**src/rtl/module_pipelined_cla_adder.sv**
```systemverilog
// Pipelined carry-lookahead adder/subtractor: one BLOCK_WIDTH CLA block is resolved per stage,
// with operands and partial sums skewed through the pipe and a single global stall.
module module_pipelined_cla_adder #(
  parameter int WIDTH       = 32,
  parameter int BLOCK_WIDTH = 8
) (
  input  logic             clk_i,
  input  logic             rst_i,
  input  logic [WIDTH-1:0] a_i,
  input  logic [WIDTH-1:0] b_i,
  input  logic             carry_i,
  input  logic             sub_i,
  input  logic             valid_i,
  output logic             ready_o,
  output logic [WIDTH-1:0] sum_o,
  output logic             carry_o,
  output logic             overflow_o,
  output logic             zero_o,
  output logic             valid_o,
  input  logic             ready_i
);

  localparam int NUM_BLOCKS = WIDTH / BLOCK_WIDTH;

  if (BLOCK_WIDTH < 1 || WIDTH < BLOCK_WIDTH || (WIDTH % BLOCK_WIDTH) != 0) begin : g_bad_cfg
    $error("WIDTH must be a non-zero multiple of BLOCK_WIDTH");
  end

  // Result layout: {carry out, carry into block MSB, block sum}
  function automatic logic [BLOCK_WIDTH+1:0] cla_block(
    input logic [BLOCK_WIDTH-1:0] a,
    input logic [BLOCK_WIDTH-1:0] b,
    input logic                   cin
  );
    logic [BLOCK_WIDTH-1:0] g;
    logic [BLOCK_WIDTH-1:0] p;
    logic [BLOCK_WIDTH:0]   c;
    logic                   pp;
    logic                   cc;
    g    = a & b;
    p    = a ^ b;
    c    = '0;
    c[0] = cin;
    for (int i = 0; i < BLOCK_WIDTH; i++) begin
      cc = 1'b0;
      pp = 1'b1;
      for (int j = i; j >= 0; j--) begin
        cc = cc | (pp & g[j]);
        pp = pp & p[j];
      end
      c[i+1] = cc | (pp & cin);
    end
    return {c[BLOCK_WIDTH], c[BLOCK_WIDTH-1], p ^ c[BLOCK_WIDTH-1:0]};
  endfunction

  logic w_adv;

  for (genvar k = 0; k < NUM_BLOCKS; k++) begin : g_stg
    localparam int LO = k * BLOCK_WIDTH;
    localparam int HI = LO + BLOCK_WIDTH;

    logic [WIDTH-1:LO]      w_a_in;
    logic [WIDTH-1:LO]      w_b_in;
    logic                   w_c_in;
    logic                   w_vld_in;
    logic [BLOCK_WIDTH+1:0] w_res;
    logic [HI-1:0]          w_sum_nxt;

    logic                   r_vld_p;
    logic                   r_c_p;
    logic [HI-1:0]          r_sum_p;

    // Stage boundary: stage 0 takes the port operands, later stages take the skew registers
    if (k == 0) begin : g_first
      assign w_a_in    = a_i;
      assign w_b_in    = sub_i ? ~b_i : b_i;
      assign w_c_in    = sub_i | carry_i;
      assign w_vld_in  = valid_i;
      assign w_sum_nxt = w_res[BLOCK_WIDTH-1:0];
    end else begin : g_next
      assign w_a_in    = g_stg[k-1].g_ops.r_a_p;
      assign w_b_in    = g_stg[k-1].g_ops.r_b_p;
      assign w_c_in    = g_stg[k-1].r_c_p;
      assign w_vld_in  = g_stg[k-1].r_vld_p;
      assign w_sum_nxt = {w_res[BLOCK_WIDTH-1:0], g_stg[k-1].r_sum_p};
    end

    assign w_res = cla_block(w_a_in[LO +: BLOCK_WIDTH], w_b_in[LO +: BLOCK_WIDTH], w_c_in);

    always_ff @(posedge clk_i) begin
      if (rst_i) begin
        r_vld_p <= 1'b0;
      end else if (w_adv) begin
        r_vld_p <= w_vld_in;
      end
    end

    if (k < NUM_BLOCKS - 1) begin : g_ops
      logic [WIDTH-1:HI] r_a_p;
      logic [WIDTH-1:HI] r_b_p;

      always_ff @(posedge clk_i) begin
        if (w_adv) begin
          r_a_p   <= w_a_in[WIDTH-1:HI];
          r_b_p   <= w_b_in[WIDTH-1:HI];
          r_sum_p <= w_sum_nxt;
          r_c_p   <= w_res[BLOCK_WIDTH+1];
        end
      end
    end else begin : g_last
      logic r_ovf_p;
      logic r_zero_p;

      // Final stage doubles as the output register, so its data fields are reset too
      always_ff @(posedge clk_i) begin
        if (rst_i) begin
          r_sum_p  <= '0;
          r_c_p    <= 1'b0;
          r_ovf_p  <= 1'b0;
          r_zero_p <= 1'b0;
        end else if (w_adv) begin
          r_sum_p  <= w_sum_nxt;
          r_c_p    <= w_res[BLOCK_WIDTH+1];
          r_ovf_p  <= w_res[BLOCK_WIDTH+1] ^ w_res[BLOCK_WIDTH];
          r_zero_p <= (w_sum_nxt == '0);
        end
      end
    end
  end

  assign valid_o    = g_stg[NUM_BLOCKS-1].r_vld_p;
  assign sum_o      = g_stg[NUM_BLOCKS-1].r_sum_p;
  assign carry_o    = g_stg[NUM_BLOCKS-1].r_c_p;
  assign overflow_o = g_stg[NUM_BLOCKS-1].g_last.r_ovf_p;
  assign zero_o     = g_stg[NUM_BLOCKS-1].g_last.r_zero_p;

  assign w_adv   = ~valid_o | ready_i;
  assign ready_o = w_adv;

endmodule

```
**config.mk**
```make
export PLATFORM = sky130hd
export DESIGN_NAME = module_pipelined_cla_adder
export DESIGN_NICKNAME = d
export VERILOG_FILES = /design/src/rtl/module_pipelined_cla_adder.sv
export SDC_FILE = /design/constraint.sdc
export NUM_CORES = 1
export LEC_CHECK = 0
export CELL_PAD_IN_SITES_DETAIL_PLACEMENT = 0
export CELL_PAD_IN_SITES_GLOBAL_PLACEMENT = 2
export CORE_AREA = 2 2 138 167
export CTS_CLUSTER_DIAMETER = 80
export DETAILED_ROUTE_END_ITERATION = 7
export DIE_AREA = 0 0 140 169
export PLACE_DENSITY = 0.83
export SYNTH_ARGS = -nofsm -noshare
export SYNTH_HDL_FRONTEND = slang
export SYNTH_SLANG_ARGS = --single-unit
```
**constraint.sdc**
```tcl
create_clock -name clk_i -period 7.6 [get_ports clk_i]
set_input_delay 1.52 -clock clk_i [delete_from_list [all_inputs] [get_ports clk_i]]
set_output_delay 1.52 -clock clk_i [all_outputs]
set_load 0.01 [all_outputs]
```
Word-level counts from Yosys, hierarchy flattened
Index checks and enable logic that the tools add are counted.

word-level totals
  bits in registers = 186
  input bits = 70
  output and inout port bits = 37
  word-level logic and storage cells = 439

operators by class
  muxes and demuxes = 1
  bitwise gates (word level) = 417
  reductions and logical operators = 1

operator list
  operator           number
  bitwise AND 1 bit  256
  bitwise OR 1 bit   146
  XOR 8 bit          8
  bitwise AND 8 bit  4
  zero test 32 bit   1
  2-to-1 mux 32 bit  1
  inverter 32 bit    1
  inverter 1 bit     1
  XOR 1 bit          1

Longest topological paths before layout
  word-level depth = 12
  mapped depth = 9
  depth with buffers taken out = 8

Least setup slack after synthesis
No wires, ideal clock.

  path kind = input to output
  from = input port ready_i
  to = output port ready_o
  data arrival time = 5902 ps
  required time = 6080 ps
  setup slack = 178 ps
  cell stages on the path = 3
  buffers on the path = 1
  path through = nor2b_1 inv_1 clkbuf_1

between the ends
  longest elaborated chain between the ends = 1

ends and longest elaborated chain
  what              RTL line  source
  from (decl)       20        input logic ready_i
  bitwise OR 1 bit  137       assign w_adv = ~valid_o | ready_i;
  to (decl)         14        output logic ready_o,

No other way between the ends.

Final worst setup path
Same ends and word-level chain as after synthesis.

==> metrics.yaml <==
outcome: "finished, violations left"
violations: "design-rule violations"
cts_tree: "done"
async_flop_share: 0
fin_util: 0.424
relSlewSlack: 0.343
io_buffer_count: 106
post_cts.repair.setup_buffers: 0
ys_warn_count: 0
wl_per_cell_um: 13.5
routed_wl_um: 12400
grt_start_max_net_pins: 123
multi_input_area_um2: 2060
drv_slew: 0
net-switching-power_uw: 639
dp_hpwl_um: 8640
setup.worst_path.start: "ready_i"
clk_transition_reported_paths_ps: 70
ys.flop_type: "edfxtp_1"
period_minus_slack_ps: 5310
crit_type: "in2out"
layout-drive-gt1-share: 0.0719
antenna_found_initial: 0
synth_area_leader_cell: "edfxtp_1"
final_nets: 735
max_freq_ghz: 0.188
layout_common_cells: "edfxtp_1, clkdlybuf4s50_1, nand2_1"
hold_viol_final: 0
grt_pass1_vias: 4089
nFillCells: 2000
tightestPinTransition_ps: 985
via_per_inst: 4.42
min_from: "g_stg[0].g_ops.r_b_p[20]"
post-route-period-util: 0.699
ys_seq_area_frac: 0.702
end_kind: "primary output"
leakagePower_nw: 3.63
startpoint_type: "input port"
ys_ff_latch: 186
seqCellArea_um2: 5190
p_per_area_nw_per_um2: 288
syn-mean-instance-area_um2: 14.4
final_cells: 919
clock-root-buffer: "clkbuf_16"
r2r_slack_ps: 4950
num_vias: 4061
cts_buffers: 17
die_h_um: 169
final_antenna_net_count: 0
r2r-end: "g_stg[2].r_sum_p[3]"
p_seq_frac: 0.509
mostFrequentLayoutCell: "edfxtp_1"
critical_path_arrival_ps: 3790
drc: 6
r2r_start: "valid_o"
pwr-share-clk: 0.347
finalPower_mw: 2.70
rows: 60
fp.dieW_um: 140
holdWs_ps: 416
ir_drop_uv: 156
num_antenna_cells: 0
worstHoldPathType: "reg2reg"
place_inst: 888
core_area_um2: 22100
placed_cell_area_um2: 8760
crit_end: "ready_o"
holdBufCountCts: 0
grt_util_all_layers: 0.108
gp_congestion: 0.749
cp.required_ps: 6080
die-area_um2: 23700
post_cts_resized: 0
synth.distinct_cells: 49
overflow: 0
finalSetupTns_ps: 0
cts.path.max_buffers: 2
fin_worst_skew_ps: 10.4
intPower_mw: 2.06
cts_max_level: 4
worstRegToRegCells: 4
postLayoutCellArea_um2: 9390
synthToLayoutAreaGrowth_pct: 26.9
initial_utilization: 0.334
pwr-share-comb: 0.144
first_pass_iters: 8
io_pins: 107
drt_iter0_markers: 319
crit_fanout: 122
syn-cell-area_um2: 7400
synth_edf_count: 147
synth.area.top_cells: "edfxtp_1, dfxtp_1, ha_1"
post-place-ws_ps: 2300
power_switching_share: 0.236
grt_pass1_wl_um: 20100
timing.final.ws_setup_ps: 2290
syn_inst: 516
rsz0062_at_grt: "false"
max_cap_violations: 0
synth_nets: 623
synth_top_area_frac: 0.596
insertion_delay_ps: 420
setup_violations: 0
cts_sinks: 186
[final cells by class]
class                           instances  share of cell area
Timing Repair Buffer                  109               0.115
Multi-Input combinational cell        295               0.219
Clock inverter                         13              0.0217
Clock buffer                           18              0.0457
Sequential cell                       186               0.553
Tap cell                              279              0.0372
Inverter                               19             0.00813
[sequential cells by signal, summed over array words and instances (netlist names)]
register / cells
g_stg.g_ops.r_a_p: 48
g_stg.g_ops.r_b_p: 48
g_stg.r_sum_p: 48
sum_o: 32
g_stg.r_c_p: 3
g_stg.r_vld_p: 3
carry_o: 1
overflow_o: 1
valid_o: 1
zero_o: 1
[cell usage after synthesis, types with 2 or more instances]
cell	n
edfxtp_1	147
nand2_1	68
a21oi_1	46
dfxtp_1	39
xor2_1	38
ha_1	33
nor2_1	20
inv_1	19
xnor2_1	15
clkbuf_1	14
a21o_1	8
nor4_1	6
o21ai_0	6
fa_1	4
a31oi_1	3
nand3_1	3
nor2b_1	3
o21a_1	3
a2111oi_2	2
a211oi_1	2
a21o_2	2
clkbuf_8	2
nor3b_1	2
o21bai_1	2
o221a_2	2
o31a_1	2
or3_1	2
or4_1	2
[worst min-delay path by stage]
stage | end | slack [ps] | cells after the start
2_1_floorplan | g_stg[1].g_ops.r_a_p[16] | 400 | 0
3_3_place_gp | g_stg[1].g_ops.r_a_p[30] | 400 | 0
3_5_place_dp | g_stg[1].g_ops.r_a_p[18] | 400 | 0
4_1_cts | g_stg[1].g_ops.r_a_p[22] | 420 | 0
5_1_grt | g_stg[1].g_ops.r_b_p[20] | 420 | 0
6_report | g_stg[1].g_ops.r_b_p[20] | 420 | 0
[kinds of logic after synthesis]
group,share of synthesized area
AO/OA/AOI/OAI,0.0755
XOR/XNOR,0.0627
buffers and inverters,0.0204
adder cells (fa/ha/maj),0.0666
flip-flops,0.702
AND/OR/NAND/NOR,0.0732
[per-layer routing]
metal	up-vias	global-route usage	wire [um]
met5	-	0	0
met4	0	0.0470	183
met3	12	0.0283	592
met2	90	0.175	5930
met1	1862	0.137	5740
li1	2097	-	-
[worst max-delay path: stages]
cell             delay [ps]
clkdlybuf4s50_1         470
nor2b_2                  40
buf_4                   260
inv_6                   730
clkdlybuf4s50_1         700
[power by group through the flow]
stage               Combinational [mW]  Sequential (mW)  Clock [mW]
finish                           0.388             1.38       0.939
global route                     0.435             1.40        1.00
CTS                              0.394             1.38       0.962
detailed placement               0.391             1.40           0
global placement                 0.385             1.39           0
floorplan                        0.213             1.39           0
No activity file was read; power rests on OpenSTA's default activity.
